===== src/rtl/if_fetch_ctrl.sv =====
// if_fetch_ctrl: instruction-fetch sequencer.
// Drives the PC register write port (pc_en/pc_next), issues req/ack fetches to
// instruction memory and presents each fetched word to decode via valid/ready.
// Branch/jump redirects take priority in every state; a redirect that lands
// while a request is outstanding parks the sequencer in DRAIN until the memory
// answers, because an issued request is never withdrawn.
//
// Build option: define FETCH_MISALIGN_TRAP_EN to add the fetch_err output and
// an ERR state that refuses to fetch from a PC whose bits [1:0] are non-zero.
// Without it, misaligned PCs fetch from the word address (bits [1:0] cleared).
module if_fetch_ctrl #(
  parameter int ADDR_W  = 32,
  parameter int PC_STEP = 4
) (
  input  logic              clk,
  input  logic              rst,
  input  logic [ADDR_W-1:0] pc_cur,
  output logic              pc_en,
  output logic [ADDR_W-1:0] pc_next,
  output logic              imem_req,
  output logic [ADDR_W-1:0] imem_addr,
  input  logic              imem_ack,
  input  logic [ADDR_W-1:0] imem_rdata,
  output logic              inst_valid,
  input  logic              inst_ready,
  output logic [ADDR_W-1:0] inst_out,
  output logic [ADDR_W-1:0] inst_pc,
  input  logic              redirect_valid,
  input  logic [ADDR_W-1:0] redirect_pc
`ifdef FETCH_MISALIGN_TRAP_EN
  ,
  output logic              fetch_err
`endif
);

  typedef enum logic [2:0] {
    S_IDLE,
    S_REQ,
    S_OUT,
    S_DRAIN
`ifdef FETCH_MISALIGN_TRAP_EN
    ,
    S_ERR
`endif
  } state_t;

  state_t state;

  // Word-aligned request address straight from the PC register.
  // NOTE: imem_addr is the only unregistered output; a continuous assign
  // cannot infer a latch, so it needs no default handling.
  assign imem_addr = {pc_cur[ADDR_W-1:2], 2'b00};

`ifdef FETCH_MISALIGN_TRAP_EN
  // PC value that will be live when the next REQ starts: if a write is in
  // flight this cycle, pc_cur has not caught up yet.
  logic [ADDR_W-1:0] pc_eff;
  logic              pc_misaligned;
  assign pc_eff        = pc_en ? pc_next : pc_cur;
  assign pc_misaligned = (pc_eff[1:0] != 2'b00);
`endif

  // Fetch state machine with fully registered outputs.
  // NOTE: every assignment here is non-blocking so all registers update from
  // the same pre-edge values, regardless of statement order.
  always_ff @(posedge clk) begin
    if (rst) begin
      state      <= S_IDLE;
      imem_req   <= 1'b0;
      pc_en      <= 1'b0;
      pc_next    <= '0;
      inst_valid <= 1'b0;
      inst_out   <= '0;
      inst_pc    <= '0;
`ifdef FETCH_MISALIGN_TRAP_EN
      fetch_err  <= 1'b0;
`endif
    end else begin
      // pc_en is a single-cycle pulse unless re-asserted below.
      pc_en <= 1'b0;

      if (redirect_valid) begin
        // Redirect wins over everything: write the target, drop any
        // pending instruction and suppress the sequential advance.
        pc_en      <= 1'b1;
        pc_next    <= redirect_pc;
        inst_valid <= 1'b0;
`ifdef FETCH_MISALIGN_TRAP_EN
        fetch_err  <= 1'b0;
`endif
        if ((state == S_REQ || state == S_DRAIN) && !imem_ack) begin
          // Request still outstanding: keep it up and discard its data later.
          state    <= S_DRAIN;
          imem_req <= 1'b1;
        end else begin
          // Nothing outstanding (or it completes now and is discarded).
          state    <= S_IDLE;
          imem_req <= 1'b0;
        end
      end else begin
        case (state)
          S_IDLE: begin
`ifdef FETCH_MISALIGN_TRAP_EN
            if (pc_misaligned) begin
              state     <= S_ERR;
              fetch_err <= 1'b1;
              imem_req  <= 1'b0;
            end else begin
              state    <= S_REQ;
              imem_req <= 1'b1;
            end
`else
            state    <= S_REQ;
            imem_req <= 1'b1;
`endif
          end

          S_REQ: begin
            if (imem_ack) begin
              inst_out   <= imem_rdata;
              inst_pc    <= pc_cur;
              inst_valid <= 1'b1;
              pc_en      <= 1'b1;
              pc_next    <= pc_cur + ADDR_W'(PC_STEP);
              imem_req   <= 1'b0;
              state      <= S_OUT;
            end
          end

          S_OUT: begin
            if (inst_ready) begin
              inst_valid <= 1'b0;
`ifdef FETCH_MISALIGN_TRAP_EN
              if (pc_misaligned) begin
                state     <= S_ERR;
                fetch_err <= 1'b1;
                imem_req  <= 1'b0;
              end else begin
                state    <= S_REQ;
                imem_req <= 1'b1;
              end
`else
              state    <= S_REQ;
              imem_req <= 1'b1;
`endif
            end
          end

          S_DRAIN: begin
            // Stale response: swallow it and restart from the new PC.
            if (imem_ack) begin
              imem_req <= 1'b0;
              state    <= S_IDLE;
            end
          end

`ifdef FETCH_MISALIGN_TRAP_EN
          S_ERR: begin
            // Hold with no request until a redirect supplies a new PC.
            imem_req <= 1'b0;
          end
`endif

          default: begin
            state    <= S_IDLE;
            imem_req <= 1'b0;
          end
        endcase
      end
    end
  end

endmodule

===== config.mk =====
export PLATFORM = sky130hd
export DESIGN_NAME = if_fetch_ctrl
export DESIGN_NICKNAME = d
export VERILOG_FILES = /design/src/rtl/if_fetch_ctrl.sv
export SDC_FILE = /design/constraint.sdc
export NUM_CORES = 1
export LEC_CHECK = 0
export ABC_AREA = 1
export CORE_ASPECT_RATIO = 0.6
export CORE_MARGIN = 2
export CORE_UTILIZATION = 40
export CTS_CLUSTER_SIZE = 25
export DETAILED_ROUTE_END_ITERATION = 10
export PLACE_DENSITY_LB_ADDON = 0.1
export SLEW_MARGIN = 20
export SYNTH_ARGS = -nofsm -noshare
export SYNTH_HDL_FRONTEND = slang
export SYNTH_SLANG_ARGS = --single-unit

===== constraint.sdc =====
create_clock -name clk -period 3.4 [get_ports clk]
set_input_delay 0.68 -clock clk [delete_from_list [all_inputs] [get_ports clk]]
set_output_delay 0.68 -clock clk [all_outputs]
set_load 0.02 [all_outputs]

==> results.json, run 1 <==
{
  "synthFlopType": "dfxtp_1",
  "p_leak_nw": 2.99,
  "die-area_um2": 13300,
  "placed_area_um2": 7100,
  "via_per_inst": 4.95,
  "synth_most_common_cell": "nand2_1",
  "die_x_um": 148,
  "core_um2": 12100,
  "grt_setup_unrepaired": "false",
  "synth_warnings": 0,
  "post_cts_resized": 0,
  "reg2reg_depth": 9,
  "min_delay_path_depth": 2,
  "wl_per_cell_um": 16.1,
  "crit_path_frequent_cell": "clkdlybuf4s50_1",
  "grt_max_degree": 59,
  "drive_gt1_share_pct": 7.07,
  "avgSynthCellArea_um2": 7.04,
  "crit_path_cell_trace": "clkdlybuf4s50_1, clkdlybuf4s50_1",
  "syn_inst": 702,
  "synth_top_area_share_pct": 40.9,
  "cp_max_fo": 5,
  "fin_area_um2": 7390,
  "cts_root_buf": "clkbuf_16",
  "ys_ff_latch": 101,
  "grt_overflow_total": 0,
  "area_growth_pct": 49.4,
  "cts_hold_buffers": 0,
  "slew_violations": 0,
  "syn_area_um2": 4940,
  "r2r_slack_ns": 1.65,
  "cp.buffers_inverters": 2,
  "async_flop_share_pct": 0,
  "clockBufferDepth": 2,
  "dp_hpwl_mm": 12.8,
  "endpoint_kind": "output pin",
  "ir_drop_mv": 0.209,
  "worst-setup-path-type": "input port to output pin",
  "diodes": 0,
  "reg2reg_from": "state[1]$_SDFFE_PP0P_",
  "grt_pass1_vias": 4835,
  "clock_skew_ns": 0.00384,
  "nets": 988,
  "period_share_pct": 79.1,
  "place_congestion": 0.900,
  "ys_seq_area_share_pct": 40.9,
  "hp-class": "register to register",
  "status": "completed",
  "initial_utilization_pct": 41.0,
  "crit_path_top_delay_cell": "clkdlybuf4s50_1",
  "cp.required_ns": 2.72,
  "cts_tree": "built",
  "crit_family": "buffers and inverters",
  "placement.io_buffers": 229,
  "start_kind": "input port",
  "holdPathEnd": "imem_req$_SDFFE_PP0P_",
  "clock-sinks": 101,
  "wirelength_mm": 17.0,
  "post-route-util_pct": 61.2,
  "die_h_um": 90.1,
  "clock.fmax_ghz": 0.372,
  "drcViolationCount": 0,
  "worstPathArrival_ns": 2.01,
  "rows": 31,
  "ant_nets": 0,
  "drt-pass1-iter-count": 5,
  "synth_edf_count": 0,
  "period_minus_slack_ns": 2.69,
  "antenna_found_initial": 0,
  "synthTopCellsByCount": "nand2_1, nor2_1, dfxtp_1, o21ai_0, inv_1",
  "postCtsSetupBuffers": 0,
  "cts_buffers": 9,
  "critPathMaxStageDelay_ns": 0.67,
  "synth.area.top_cells": "dfxtp_1, nand2_1, nor2_1",
  "fin_setup_tns_ns": 0,
  "hold_viol_final": 0,
  "worst_pin_slew_ns": 0.698,
  "maxCapViolations": 0,
  "totalPowerFinal_mw": 2.89,
  "grt_first_pass_wirelength_mm": 26.4,
  "holdWs_ns": 0.469,
  "cts-htree-levels": 3,
  "clk_latency_ns": 0.35,
  "pin_count": 232,
  "grt_usage_pct": 25.3,
  "synthDistinctLibCells": 39,
  "reg2reg_to": "pc_next[22]$_SDFFE_PP0P_",
  "yosysTopAreaCell": "dfxtp_1",
  "relSlewSlack_pct": 53.4,
  "route.vias.total": 5223,
  "hp-start": "imem_req$_SDFFE_PP0P_",
  "initialDrtViolationCount": 414,
  "powerDensity_nw_per_um2": 391,
  "finalSetupViolations": 0,
  "path_clk_slew_ns": 0.07
}
## logic make-up (layout without fill, tap and decap cells)
kind of cell,count (synthesis),in the layout,synth area share (%)
simple gates,368,368,33.1
buf+inv,113,301,12.0
flops,101,101,40.9
xor+xnor,5,5,0.886
compound gates,113,113,12.8
fa+ha+maj,1,1,0.253
other cells,1,2,0.0758
## cell type report
| class | instances | area [um^2] |
|---|---|---|
| flip-flops and latches | 101 | 2020 |
| inverters | 48 | 180 |
| clock buffers | 9 | 225 |
| multi-input cells | 489 | 2330 |
| clock inverters | 7 | 58.8 |
| well taps | 165 | 206 |
| repair buffers | 237 | 2360 |
| fillers | 1101 | 4680 |
## metal layers
metal | vias up | share of wire [%] | global-route usage [%]
li1 | 2578 | - | -
met2 | 274 | 39 | 34.9
met3 | 21 | 12 | 8.38
met4 | 0 | 1.3 | 5.61
met1 | 2350 | 48 | 37.8
met5 | - | 0 | 0
## registers in the layout, summed over array words and instances, names as in the netlist
signal      count
inst_out       32
inst_pc        32
pc_next        32
state           2
imem_req        1
inst_valid      1
pc_en           1
## layout by cell type (no fill, tap or decap), types with 2 or more instances in the layout
cell type,count
buf_4,7
a31oi_1,10
nand3_4,2
clkinvlp_4,3
o21ai_0,55
nand2_2,5
a21oi_2,5
nor2_2,6
nor2_4,6
nand2_1,160
nand3b_1,4
or2_1,2
xor2_1,4
a211oi_1,5
nand3_1,32
dfxtp_1,101
a22o_1,2
nor3_1,6
nand3_2,2
o211ai_1,2
nor2_8,2
nor2_1,131
nor3b_1,2
inv_1,42
clkbuf_16,9
o211a_1,2
nand4_1,3
o21ai_1,2
inv_8,2
clkdlybuf4s50_1,228
a21oi_1,29
inv_2,6
nand2_4,3
conb_1,2
## how the worst max path moves through the flow
stage                     startpoint                        to  slack, ns  depth (start not counted)
final                     pc_cur[15]             imem_addr[15]       0.71                          2
after global routing      pc_cur[24]             imem_addr[24]       0.71                          2
after CTS                 pc_cur[15]             imem_addr[15]       0.74                          2
after detailed placement  pc_cur[15]             imem_addr[15]       0.75                          2
after global placement    pc_cur[23]             imem_addr[23]       0.75                          2
after floorplan            pc_cur[2]  pc_next[20]$_SDFFE_PP0P_       1.69                         10
## where the power goes
group	total (mW)	internal (mW)	switching, mW
Sequential	1.27	1.24	0.0308
Combinational	0.614	0.291	0.323
Clock	1.00	0.507	0.497
## metrics by stage
stage / instances / setup slack, ns
floorplan: 703 / 1.69
global placement: 1040 / 0.746
detailed placement: 1040 / 0.747
CTS: 1056 / 0.744
global route: 1056 / 0.709
finish: 1056 / 0.710
Power figures use the tool's default switching activity.
==> run 2, diff against run 1 <==
==> constraint.sdc (replaced) <==
create_clock -name clk -period 2.8 [get_ports clk]
set_input_delay 0.56 -clock clk [delete_from_list [all_inputs] [get_ports clk]]
set_output_delay 0.56 -clock clk [all_outputs]
set_load 0.02 [all_outputs]
==> run 2 against run 1 <==
  * Critical path type unchanged
  * Clock power up 22%
  * Count of clock-buffer cells in the layout unchanged
  * Sequential share of layout area down 0.19 points
  * Global-route usage up 0.18 points
  * Critical path depth unchanged
  * Largest power group unchanged
  * Highest routed layer unchanged
  * Non-clock buffer count up 3
  * Flip-flop and latch count unchanged
  * Combinational power up 23%
  * Critical endpoint is now imem_addr[21]
==> results.json, run 2 (synthesized netlist as in run 1, its figures left out) <==
{
  "route.vias.total": 5187,
  "p_leak_nw": 3.01,
  "ir_drop_mv": 0.417,
  "die_x_um": 148,
  "relSlewSlack_pct": 58.5,
  "hp-class": "register to register",
  "path_clk_slew_ns": 0.07,
  "via_per_inst": 4.90,
  "hold_viol_final": 0,
  "postCtsSetupBuffers": 0,
  "critPathMaxStageDelay_ns": 0.67,
  "cp-startpoint": "pc_cur[21]",
  "drt-pass1-iter-count": 8,
  "initial_utilization_pct": 41.0,
  "finalSetupViolations": 0,
  "r2r_slack_ns": 1.11,
  "fin_setup_tns_ns": 0,
  "clockBufferDepth": 2,
  "placement.io_buffers": 229,
  "period_minus_slack_ns": 2.44,
  "cts_buffers": 9,
  "holdPathEnd": "inst_pc[18]$_SDFFE_PP0P_",
  "cp_max_fo": 5,
  "instances_no_fill": 1059,
  "grt_max_degree": 65,
  "wirelength_mm": 17.2,
  "final_common_cell": "clkdlybuf4s50_1",
  "wl_per_cell_um": 16.2,
  "start_kind": "input port",
  "cts_tree": "built",
  "holdWs_ns": 0.467,
  "cts-htree-levels": 3,
  "clock-sinks": 101,
  "worst-setup-path-type": "input port to output pin",
  "crit_family": "buffers and inverters",
  "worstPathArrival_ns": 1.88,
  "crit_path_frequent_cell": "clkdlybuf4s50_1",
  "die-area_um2": 13300,
  "pin_count": 232,
  "grt_first_pass_wirelength_mm": 26.9,
  "die_h_um": 90.1,
  "drcViolationCount": 0,
  "crit_path_top_delay_cell": "clkdlybuf4s50_1",
  "endpoint_kind": "output pin",
  "cts_root_buf": "clkbuf_16",
  "reg_top3": "inst_out x32, inst_pc x32, pc_next x32",
  "grt_overflow_total": 0,
  "grt_usage_pct": 25.5,
  "crit_path_cell_trace": "clkdlybuf4s50_1, clkdlybuf4s50_1",
  "clk_latency_ns": 0.34,
  "reg2reg_to": "pc_next[7]$_SDFFE_PP0P_",
  "nets": 991,
  "final_cell_mix": "clkdlybuf4s50_1, nand2_1, nor2_1",
  "maxCapViolations": 0,
  "ant_nets": 0,
  "drive_gt1_share_pct": 7.38,
  "dp_hpwl_mm": 12.9,
  "fillers": 1100,
  "place_congestion": 0.897,
  "grt_pass1_vias": 4913,
  "cp.buffers_inverters": 2,
  "grt_setup_unrepaired": "false",
  "placed_cells": 1043,
  "hp-start": "inst_pc[18]$_SDFFE_PP0P_",
  "core_um2": 12100,
  "initialDrtViolationCount": 298,
  "antenna_found_initial": 0,
  "clock.fmax_ghz": 0.409,
  "clock_skew_ns": 0.00387,
  "area_growth_pct": 50.5,
  "slew_violations": 0,
  "reg2reg_depth": 6,
  "rows": 31,
  "post_cts_resized": 0,
  "cp.required_ns": 2.24,
  "reg2reg_from": "state[1]$_SDFFE_PP0P_",
  "worst_pin_slew_ns": 0.621,
  "cts_hold_buffers": 0,
  "powerDensity_nw_per_um2": 473,
  "diodes": 0,
  "period_share_pct": 87.3,
  "min_delay_path_depth": 2,
  "status": "completed"
}
run 2: cell count changes in the layout (fill, tap and decap cells not counted), sizes merged:
cell	previous run	this run
buf	9	12
inv	50	52
clkinv	2	1
clkinvlp	3	2
run 2: stage by stage:
step           setup WS (ns)  total power, mW  cell area (um^2)  util, %
2_1_floorplan           1.21             1.94              4950        -
3_3_place_gp           0.360             2.32              7150     59.3
3_5_place_dp           0.323             2.33              7150     59.3
4_1_cts                0.374             3.55              7440     61.7
5_1_grt                0.325             3.66              7440     61.7
6_report               0.356             3.52              7440     61.7
run 2: final cells by class:
type	instances	area, um^2	area share (%)
inverter	48	180	2.42
multi-input combinational	489	2330	31.4
sequential	101	2020	27.2
clock buffer	9	225	3.03
tap	165	206	2.77
timing repair buffer	240	2410	32.4
clock inverter	7	63.8	0.858
run 2: worst max-delay path by stage:
stage,depth (start not counted),endpoint
detailed placement,11,pc_next[20]$_SDFFE_PP0P_
finish,2,imem_addr[21]
CTS,2,imem_addr[21]
global route,2,imem_addr[21]
floorplan,10,pc_next[20]$_SDFFE_PP0P_
global placement,11,pc_next[24]$_SDFFE_PP0P_
run 2: layer usage:
metal | part of all wire, % | vias to the layer above | global-route usage, %
met5 | 0 | - | 0
met4 | 0.57 | 0 | 3.85
met3 | 8.7 | 7 | 6.75
met2 | 40 | 201 | 36.4
met1 | 50 | 2398 | 38.8
li1 | - | 2581 | -
run 2: report_power, final:
part	internal (mW)	leakage (nW)	total (mW)	switching (mW)
registers	1.50	0.825	1.54	0.0373
logic	0.359	2.05	0.756	0.396
clock network	0.624	0.136	1.22	0.596
total	2.49	3.01	3.52	1.03
==> run 3, diff against run 2 <==
--- a/config.mk
+++ b/config.mk
@@ -6,11 +6,14 @@
 export NUM_CORES = 1
 export LEC_CHECK = 0
 export ABC_AREA = 1
+export CELL_PAD_IN_SITES_DETAIL_PLACEMENT = 0
+export CELL_PAD_IN_SITES_GLOBAL_PLACEMENT = 1
 export CORE_ASPECT_RATIO = 0.6
 export CORE_MARGIN = 2
 export CORE_UTILIZATION = 40
 export CTS_CLUSTER_SIZE = 25
 export DETAILED_ROUTE_END_ITERATION = 10
+export DONT_BUFFER_PORTS = 1
 export PLACE_DENSITY_LB_ADDON = 0.1
 export SLEW_MARGIN = 20
 export SYNTH_ARGS = -nofsm -noshare
==> run 3 against run 2 <==
  * Largest power group unchanged
  * Cell area is 31% lower
  * Flip-flop and latch count stayed put
  * First-iteration DRC count is 7.0% lower
  * Count of clock-buffer cells in the layout stayed put
  * Die area stayed put
  * Via count is 17% lower
  * Global-route usage is 2.9 points lower
  * Highest routed layer unchanged
==> results.json, run 3 (synthesized netlist as in run 1, its figures left out) <==
{
  "status": "completed",
  "core_um2": 12100,
  "hp-class": "input port to register",
  "nets": 754,
  "relSlewSlack_pct": 55.0,
  "cp.required_ns": 3.08,
  "die_x_um": 148,
  "period_minus_slack_ns": 1.72,
  "reg2reg_depth": 9,
  "place_congestion": 0.837,
  "grt_pass1_vias": 4056,
  "reg_top3": "inst_out x32, inst_pc x32, pc_next x32",
  "top_usage_layer": "met1",
  "wirelength_mm": 15.2,
  "cp_max_fo": 38,
  "path_clk_slew_ns": 0.07,
  "critPathMaxStageDelay_ns": 0.51,
  "clock-sinks": 101,
  "clockBufferDepth": 2,
  "postCtsSetupBuffers": 0,
  "post_cts_resized": 0,
  "grt_max_degree": 90,
  "crit_path_top_delay_cell": "inv_2",
  "cp-startpoint": "state[1]$_SDFFE_PP0P_",
  "crit_path_frequent_cell": "nand2_1",
  "ant_nets": 0,
  "worstPathArrival_ns": 2.00,
  "antenna_found_initial": 0,
  "drive_gt1_share_pct": 8.54,
  "slew_violations": 0,
  "cts_root_buf": "clkbuf_16",
  "initialDrtViolationCount": 277,
  "placement.io_buffers": 0,
  "die_h_um": 90.1,
  "use_met2_pct": 31.8,
  "dp_hpwl_mm": 11.3,
  "final_common_cell": "nand2_1",
  "reg2reg_from": "state[1]$_SDFFE_PP0P_",
  "clk_latency_ns": 0.34,
  "crit_family": "buffers and inverters",
  "start_kind": "register",
  "fillers": 1283,
  "diodes": 0,
  "cts_hold_buffers": 0,
  "grt_use_met3_pct": 10.1,
  "cts-htree-levels": 3,
  "worst-setup-path-type": "register to register",
  "grt_setup_unrepaired": "false",
  "period_share_pct": 61.3,
  "grtUsageMet1_pct": 32.0,
  "grt_first_pass_wirelength_mm": 23.5,
  "clock_skew_ns": 0.00948,
  "post-route-util_pct": 42.3,
  "crit_path_cell_trace": "nor2_4, nand2_1, nand2_1, inv_2, nand2_1, nand2_1, o21bai_1, inv_1, a21oi_2",
  "powerDensity_nw_per_um2": 636,
  "fin_setup_tns_ns": 0,
  "route.vias.total": 4323,
  "clock.fmax_ghz": 0.582,
  "final_cell_mix": "nand2_1, nor2_1, dfxtp_1",
  "wl_per_cell_um": 18.5,
  "drcViolationCount": 0,
  "crit_end": "pc_next[22]$_SDFFE_PP0P_",
  "die-area_um2": 13300,
  "ir_drop_mv": 0.262,
  "grt_overflow_total": 0,
  "cts_tree": "built",
  "via_per_inst": 5.27,
  "maxCapViolations": 0,
  "initial_utilization_pct": 41.0,
  "crit_cells": 9,
  "area_growth_pct": 3.21,
  "drt-pass1-iter-count": 6,
  "finalSetupViolations": 0,
  "rows": 31,
  "p_leak_nw": 2.14,
  "endpoint_kind": "register",
  "r2r_slack_ns": 1.08,
  "reg2reg_to": "pc_next[22]$_SDFFE_PP0P_",
  "cts_buffers": 9,
  "grt_usage_pct": 22.6,
  "worst_pin_slew_ns": 0.674,
  "pin_count": 232,
  "cp.buffers_inverters": 2,
  "hold_viol_final": 0
}
run 3: cell types whose count changed in the layout (fill, tap and decap cells not counted):
cell | before | now
inv_8 | 2 | 0
clkdlybuf4s50_1 | 228 | 0
buf_2 | 1 | 0
clkinvlp_4 | 2 | 0
clkinv_2 | 0 | 2
bufinv_16 | 0 | 2
buf_4 | 8 | 1
buf_12 | 3 | 2
inv_6 | 2 | 1
run 3: where the power goes:
group | internal (mW) | total, mW | switching, mW
Combinational | 0.0911 | 0.261 | 0.170
Clock | 0.781 | 1.35 | 0.568
Sequential | 1.50 | 1.64 | 0.131
Total | 2.38 | 3.25 | 0.869
run 3: worst register-to-register path, delay by kind of cell (launching register included):
kind	cells	cell delay [ns]
buf+inv	2	0.58
compound gates	2	0.20
flops	1	0.42
simple gates	5	0.46
run 3: metal layers:
| layer | wire length, um | part of all wire, % | vias up |
|---|---|---|---|
| li1 | - | - | 2102 |
| met1 | 7070 | 46 | 1997 |
| met2 | 6180 | 41 | 217 |
| met3 | 1890 | 12 | 7 |
| met4 | 66 | 0.43 | 0 |
| met5 | 0 | 0 | - |
run 3: final cells by class:
class | instances | area [um^2] | area share, %
timing repair buffer | 3 | 47.5 | 0.932
clock buffer | 9 | 225 | 4.41
clock inverter | 6 | 87.6 | 1.72
multi-input combinational | 489 | 2330 | 45.7
inverter | 48 | 180 | 3.53
sequential | 101 | 2020 | 39.6
tap | 165 | 206 | 4.05
run 3: worst min path at each step:
stage / to / slack [ns] / startpoint / cells past startpoint
floorplan: state[1]$_SDFFE_PP0P_ / 0.50 / state[1]$_SDFFE_PP0P_ / 2
global placement: state[1]$_SDFFE_PP0P_ / 0.52 / state[1]$_SDFFE_PP0P_ / 2
detailed placement: state[1]$_SDFFE_PP0P_ / 0.51 / state[1]$_SDFFE_PP0P_ / 2
CTS: pc_next[24]$_SDFFE_PP0P_ / 0.27 / rst / 1
global route: pc_next[24]$_SDFFE_PP0P_ / 0.26 / rst / 1
finish: inst_pc[1]$_SDFFE_PP0P_ / 0.28 / rst / 1
run 3: stage by stage:
stage | hold slack, ns | setup slack (ns) | power [mW] | std cells | area (um^2)
floorplan | 0.497 | 1.21 | 1.94 | 703 | 4950
global placement | 0.518 | 0.877 | 1.93 | 806 | 4790
detailed placement | 0.514 | 0.784 | 1.93 | 806 | 4790
CTS | 0.269 | 1.08 | 3.27 | 821 | 5100
global route | 0.258 | 0.876 | 3.38 | 821 | 5100
finish | 0.277 | 1.08 | 3.25 | 821 | 5100
